**src/rtl/mest_pro_seq_ctrlr.sv**
```systemverilog
// Program sequencer: fetch/decode/execute loop with single-step hold,
// abort, and a saturating retired-instruction counter.
//
// state   | meaning
// IDLE    | waiting for i_start
// FETCH   | waiting for i_mem_ready
// DECODE  | one cycle, loads execute length
// EXECUTE | runs the loaded number of cycles
// HOLD    | single-step pause, waiting for i_step
module mest_pro_seq_ctrlr #(
  parameter int EXEC_W = 4,
  parameter int CNT_W  = 16
) (
  input  logic              clk,
  input  logic              i_reset_n,
  input  logic              i_start,
  input  logic              i_end_of_code,
  input  logic              i_mem_ready,
  input  logic [EXEC_W-1:0] i_exec_cycles,
  input  logic              i_step_mode,
  input  logic              i_step,
  input  logic              i_abort,
  output logic              o_idle,
  output logic              o_fetch,
  output logic              o_decode,
  output logic              o_execute,
  output logic              o_hold,
  output logic              o_exec_last,
  output logic              o_all_done,
  output logic [CNT_W-1:0]  o_instr_count
);

  typedef enum logic [2:0] {
    IDLE    = 3'd0,
    FETCH   = 3'd1,
    DECODE  = 3'd2,
    EXECUTE = 3'd3,
    HOLD    = 3'd4
  } state_t;

  state_t            state, state_nxt;
  logic [EXEC_W-1:0] exec_cnt;
  logic              abort_act;

  assign abort_act = i_abort & (state != IDLE);

  always_ff @(posedge clk or negedge i_reset_n) begin
    if (!i_reset_n) state <= IDLE;
    else            state <= state_nxt;
  end

  always_comb begin
    state_nxt = IDLE;
    case (state)
      IDLE:    state_nxt = i_start ? FETCH : IDLE;
      FETCH:   state_nxt = i_mem_ready ? DECODE : FETCH;
      DECODE:  state_nxt = EXECUTE;
      EXECUTE: begin
        if (!o_exec_last)       state_nxt = EXECUTE;
        else if (i_end_of_code) state_nxt = IDLE;
        else if (i_step_mode)   state_nxt = HOLD;
        else                    state_nxt = FETCH;
      end
      HOLD:    state_nxt = i_step ? FETCH : HOLD;
      default: state_nxt = IDLE;
    endcase
    if (abort_act) state_nxt = IDLE;
  end

  // Down-counter; terminal count of 1 marks the final execute cycle.
  always_ff @(posedge clk or negedge i_reset_n) begin
    if (!i_reset_n) begin
      exec_cnt <= '0;
    end else if (abort_act) begin
      exec_cnt <= '0;
    end else if (state == DECODE) begin
      exec_cnt <= (i_exec_cycles == '0) ? EXEC_W'(1) : i_exec_cycles;
    end else if (state == EXECUTE) begin
      exec_cnt <= exec_cnt - EXEC_W'(1);
    end
  end

  always_ff @(posedge clk or negedge i_reset_n) begin
    if (!i_reset_n) begin
      o_instr_count <= '0;
    end else if (state == IDLE && i_start) begin
      o_instr_count <= '0;
    end else if (o_exec_last && !i_abort && o_instr_count != '1) begin
      o_instr_count <= o_instr_count + CNT_W'(1);
    end
  end

  // Illegal encodings read as idle so the indicators stay one-hot.
  assign o_fetch     = (state == FETCH);
  assign o_decode    = (state == DECODE);
  assign o_execute   = (state == EXECUTE);
  assign o_hold      = (state == HOLD);
  assign o_idle      = ~(o_fetch | o_decode | o_execute | o_hold);
  assign o_exec_last = o_execute & (exec_cnt == EXEC_W'(1));
  assign o_all_done  = o_exec_last & i_end_of_code & ~i_abort;

endmodule

```
**config.mk**
```make
export PLATFORM = sky130hd
export DESIGN_NAME = mest_pro_seq_ctrlr
export DESIGN_NICKNAME = d
export VERILOG_FILES = /design/src/rtl/mest_pro_seq_ctrlr.sv
export SDC_FILE = /design/constraint.sdc
export NUM_CORES = 1
export LEC_CHECK = 0
export CAP_MARGIN = 20
export CORE_MARGIN = 3
export CORE_UTILIZATION = 40
export CTS_BUF_LIST = sky130_fd_sc_hd__clkbuf_2
export DETAILED_ROUTE_END_ITERATION = 10
export MAX_ROUTING_LAYER = met4
export PLACE_DENSITY_LB_ADDON = 0.2
export SYNTH_ARGS = -nofsm -noshare
export SYNTH_HDL_FRONTEND = slang
export SYNTH_SLANG_ARGS = --single-unit
```
**constraint.sdc**
```tcl
create_clock -name clk -period 4.15 [get_ports clk]
set_input_delay 1.245 -clock clk [delete_from_list [all_inputs] [get_ports clk]]
set_output_delay 1.245 -clock clk [all_outputs]
set_load 0.1 [all_outputs]
```
==> qor.csv, run 1 <==
stage;metric;value;unit
placement;HPWL Detailed;2.547;mm
logic_synthesis;sequential share of the synthesized area;0.4000;
clocking;post-cts repair resize count;0;
power;Logic pwr share;0.401;
route;Antenna Nets Post-Route;0;
cells_and_area;n_diodes;0;
logic_synthesis;Mapped Nets;174;
power;part of the power in the clock network;0.145;
clocking;deepest clock path buffer count;2;
clocking;clk_lat worst skew;0.33;ns
power;internal power;0.3616;mW
global_routing;vias in the first global route;1280;
logic_synthesis;Cell Area, Synth;0.001439;mm^2
power;Switching Fraction;0.4331;
critical_path;CP required;2.90;ns
route;via/cell ratio;5.285;
route;Via Count;1279;
route;final WL;3.342;mm
sta;Max Clock Skew;0.008642;ns
sta;Final Cycle Share;0.8741;
flow_run;Max-Cap Viols;0;
logic_synthesis;FF+latch count, synth;23;
power;Cell Pwr Density;337.6;mW/mm^2
power;Power Total;0.6379;mW
global_routing;initial antenna violation count;0;
logic_synthesis;Post-synth EDFFs;0;
placement;worst slack at placement;0.5124;ns
critical_path;crit path launch;i_abort;
outcome;status;finished, final reports clean;
sta;WHS;0.5723;ns
die;die height;65.98;um
sta;Final Hold Fails;0;
sta;setup TNS;0;ns
logic_synthesis;Syn Inst Count;159;
global_routing;GRT overflow;0;
sta;Final setup violation count;0;
die;IO Count;35;
clocking;Worst-path clk slew;0.20;ns
route;DRC;0;
sta;Setup WS post-layout;0.5224;ns
die;core area;0.003390;mm^2
die;DIE AREA;0.004353;mm^2
power;Switch Pwr;0.2763;mW
critical_path;kind of critical path;in2out;
cells_and_area;layout cells sized above 1;0.1327;
critical_path;CP max FO;2;
placement;IO buf count;34;
die;Initial Util;0.4245;
logic_synthesis;Netlist cell types;37;
sta;Max Slew Vio Count;0;
clocking;CTS Root Cell;clkbuf_2;
route;first drt pass iteration count;4;
cells_and_area;most frequent cells in the layout;clkdlybuf4s50_1, dfrtp_1, nor2_1;
sta;unrepaired setup endpoints after global routing;no;
worst_hold_path;Hold Crit Class;reg2reg;
logic_synthesis;synthesis warning total;0;
power;peak supply drop;0.1912;mV
sta;max_slew headroom;0.3333;
sta;FMAX;275.7;MHz
worst_hold_path;hold path start;exec_cnt[1];
clocking;Clock Sink Count;23;
route;drt wl/cell;13.81;um
critical_path;type of element capturing the critical path;output port;
sta;Least-Margin Pin Slew;0.9969;ns
global_routing;GRT Resource Usage Total;0.1803;
logic_synthesis;top_reg_cell synth;dfrtp_1;
cells_and_area;Nets;212;
clocking;post-CTS setup buffer count;0;
cells_and_area;Area Overhead vs Synth;31.30;%
power;Sequential Power Share;0.454;
die;row count;21;
critical_path;Reg-to-Reg Start;state[0];
sta;Period minus WS final;3.628;ns
clocking;CTS tree;yes;
power;Lkg Pwr;0.7741;nW
logic_synthesis;syn avg cell area;9.050;um^2
logic_synthesis;Post-synth ARST share;1.000;
route;1st-iter DRT viols;62;
clocking;Max H-tree Level;1;
clocking;Num CTS Buffers;3;
placement;RD Place Congestion;0.7833;
critical_path;worst reg2reg setup slack;2.06;ns
critical_path;crit path launch type;input port;
clocking;Hold Buf Count CTS;0;
global_routing;first-pass GRT wire length;6.051;mm
cells_and_area;most common cell after layout, fill and taps aside;clkdlybuf4s50_1;
die;die width;65.98;um
global_routing;largest net degree at the start of global routing;24;
critical_path;Arr. time, crit path;2.38;ns
-- cell type report --
class	count	area [um^2]
Clock buffer	4	20.02
Fill cell	314	1500
Inverter	6	22.52
Multi-Input combinational cell	125	828.3
Sequential cell	23	575.6
Tap cell	46	57.56
Timing Repair Buffer	38	385.4
-- stage by stage --
stage          std cells  cell area, um^2  utilization
2_1_floorplan        159             1446            -
3_3_place_gp         237             1842       0.5434
3_5_place_dp         237             1842       0.5434
4_1_cts              241             1862       0.5493
5_1_grt              242             1889       0.5574
6_report             242             1889       0.5574
-- power groups by stage --
stage / clock network, mW / logic, mW / registers, mW
floorplan: 0 / 0.195 / 0.281
global placement: 0 / 0.249 / 0.291
detailed placement: 0 / 0.254 / 0.294
CTS: 0.0951 / 0.255 / 0.289
global route: 0.109 / 0.284 / 0.294
finish: 0.0923 / 0.256 / 0.290
-- metal layers --
metal	track usage	routed length, um	up-vias
li1	-	-	655
met1	0.2442	1608	596
met2	0.2804	1590	26
met3	0.04252	127	2
met4	0.03046	16	0
met5	-	0	-
-- registers in the layout, summed over array words and instances, names as in the netlist --
name           cells
o_instr_count     16
exec_cnt           4
state              3
-- final timing paths --
kind | end | cells after the start
max | o_all_done | 5
min in group asynchronous | state[0] | 1
min | exec_cnt[1] | 2
max reg2reg | o_instr_count[11] | 6
max in group asynchronous | o_instr_count[0] | 2
min reg2reg | exec_cnt[1] | 2
-- kinds of logic after synthesis --
logic type,after synthesis,share of synthesized area
compound gates,25,0.1078
xor+xnor,14,0.08522
fa+ha+maj,3,0.02609
buf+inv,11,0.03391
flops,23,0.4000
simple gates,83,0.3470
-- Yosys cell counts, types with 2 or more instances --
| cell | number | area, um^2 |
|---|---|---|
| a211oi_1 | 2 | 15.01 |
| a21oi_1 | 9 | 45.04 |
| and2_1 | 2 | 12.51 |
| and3_1 | 2 | 12.51 |
| and4_1 | 3 | 26.28 |
| clkbuf_1 | 4 | 15.01 |
| dfrtp_1 | 23 | 575.6 |
| ha_1 | 3 | 37.54 |
| inv_1 | 6 | 22.52 |
| nand2_1 | 8 | 30.03 |
| nand2b_1 | 2 | 12.51 |
| nand3_1 | 10 | 50.05 |
| nand4_1 | 4 | 25.02 |
| nor2_1 | 21 | 78.83 |
| nor3_1 | 14 | 70.07 |
| nor3b_1 | 4 | 30.03 |
| nor4_1 | 3 | 18.77 |
| nor4_4 | 2 | 42.54 |
| o21ai_0 | 7 | 35.03 |
| xnor2_1 | 13 | 113.9 |
-- worst max-delay path, stage by stage --
cell,delay (ns)
clkdlybuf4s50_1,0.43
and4bb_1,0.31
nand2_2,0.07
nor2_2,0.14
buf_12,0.19
Note: power is estimated with default switching activity, not from simulation.
==> run 2, diff against run 1 <==
HOLD_SLACK_MARGIN = 0.08   (was default)
==> results of run 2 <==
No change in the layout: final DEF, timing and power equal those of run 1.
==> run 3, diff against run 2 <==
CORE_ASPECT_RATIO = 1.5   (was default)
==> qor.csv, run 3 (synthesis results as in run 1) <==
stage;metric;value;unit
die;die width;54.97;um
clocking;post-cts repair resize count;0;
placement;HPWL Detailed;2.603;mm
clocking;Clock Sink Count;23;
power;Cell Pwr Density;339.2;mW/mm^2
route;final WL;3.401;mm
sta;Final Hold Fails;0;
placement;RD Place Congestion;0.8431;
cells_and_area;Top reg by flops;o_instr_count;
cells_and_area;layout cells sized above 1;0.1378;
clocking;deepest clock path buffer count;2;
placement;IO buf count;34;
cells_and_area;top flop regs;o_instr_count x16, exec_cnt x4, state x3;
sta;setup TNS;0;ns
global_routing;Global Route met1 Usage;0.2193;
sta;FMAX;272.4;MHz
cells_and_area;n_diodes;0;
cells_and_area;most frequent cells in the layout;clkdlybuf4s50_1, dfrtp_1, nor2_1;
global_routing;initial antenna violation count;0;
sta;Max Clock Skew;0.001779;ns
global_routing;GR peak layer;met2;
power;Switching Fraction;0.4339;
die;die height;79.46;um
sta;Final Cycle Share;0.8846;
power;Power Total;0.6384;mW
route;Via Count;1316;
critical_path;worst reg2reg setup slack;2.03;ns
route;via/cell ratio;5.529;
power;Switch Pwr;0.2770;mW
route;Antenna Nets Post-Route;0;
clocking;clk_lat worst skew;0.32;ns
critical_path;kind of critical path;in2out;
clocking;Worst-path clk slew;0.21;ns
critical_path;type of element capturing the critical path;output port;
sta;unrepaired setup endpoints after global routing;no;
flow_run;Max-Cap Viols;0;
die;DIE AREA;0.004368;mm^2
route;drt wl/cell;14.29;um
clocking;Hold Buf Count CTS;0;
critical_path;Arr. time, crit path;2.43;ns
die;row count;26;
global_routing;M3 GR Usage;0.01682;
die;core area;0.003416;mm^2
clocking;Max H-tree Level;1;
sta;Max Slew Vio Count;0;
clocking;CTS Root Cell;clkbuf_2;
cells_and_area;Multi-input gate area;828.3;um^2
global_routing;GRT Resource Usage Total;0.1792;
cells_and_area;most common cell after layout, fill and taps aside;clkdlybuf4s50_1;
clocking;CTS tree;yes;
global_routing;first-pass GRT wire length;5.733;mm
global_routing;M2 GR Usage;0.2986;
outcome;status;finished, final reports clean;
sta;Final setup violation count;0;
cells_and_area;fin cells;238;
power;peak supply drop;0.2925;mV
worst_hold_path;Hold Crit Class;reg2reg;
power;internal power;0.3613;mW
route;DRC;0;
sta;WHS;0.5763;ns
sta;Period minus WS final;3.671;ns
cells_and_area;Area Overhead vs Synth;30.78;%
critical_path;crit path launch type;input port;
clocking;Num CTS Buffers;3;
route;first drt pass iteration count;4;
placement;placed cell count;233;
power;Lkg Pwr;0.7761;nW
cells_and_area;Largest register FFs;16;
sta;Least-Margin Pin Slew;0.9879;ns
global_routing;largest net degree at the start of global routing;24;
global_routing;vias in the first global route;1254;
power;Sequential Power Share;0.454;
die;Initial Util;0.4212;
critical_path;CP required;2.90;ns
global_routing;GRT overflow;0;
sta;max_slew headroom;0.3393;
die;IO Count;35;
cells_and_area;Nets;212;
critical_path;CP max FO;2;
power;part of the power in the clock network;0.144;
clocking;post-CTS setup buffer count;0;
power;Logic pwr share;0.402;
route;1st-iter DRT viols;27;
cells_and_area;register area;575.6;um^2
cells_and_area;fillers;328;
run 3: changes by cell type in the layout (fill, tap and decap cells not counted), sizes merged:
cell / before / now
buf: 11 / 12
clkdlybuf4s50: 27 / 26
run 3: cell type report:
class	count	share of cell area
Sequential cell	23	0.3059
Tap cell	42	0.02793
Multi-Input combinational cell	125	0.4402
Timing Repair Buffer	38	0.2035
Clock buffer	4	0.01064
Inverter	6	0.01197
run 3: power by group through the flow:
stage | Clock, mW | Sequential, mW | Combinational, mW
floorplan | 0 | 0.281 | 0.195
global placement | 0 | 0.292 | 0.249
detailed placement | 0 | 0.293 | 0.256
CTS | 0.0969 | 0.290 | 0.256
global route | 0.103 | 0.295 | 0.279
finish | 0.0920 | 0.290 | 0.256
run 3: stage by stage:
stage	setup WS (ns)	utilization	cell area, um^2
detailed placement	0.4865	0.5370	1834
floorplan	0.1915	-	1446
global route	0.4211	0.5509	1882
CTS	0.4745	0.5429	1854
finish	0.4789	0.5509	1882
global placement	0.5111	0.5370	1834
run 3: worst paths after layout:
kind,cells past startpoint,end,start
max,5,o_all_done,i_abort
min,2,exec_cnt[1],exec_cnt[1]
max reg2reg,6,o_instr_count[11],state[2]
min reg2reg,2,exec_cnt[1],exec_cnt[1]
max in group asynchronous,2,o_instr_count[10],i_reset_n
min in group asynchronous,1,o_instr_count[5],i_reset_n
run 3: metal layers:
layer	wire length (um)	up-vias
met1	1409	622
li1	-	650
met2	1805	40
met4	50	0
met3	135	4
met5	0	-
run 3: critical path: stages:
cell,delay (ns)
clkdlybuf4s50_1,0.43
and4bb_1,0.34
nand2_2,0.08
nor2_2,0.15
buf_12,0.19
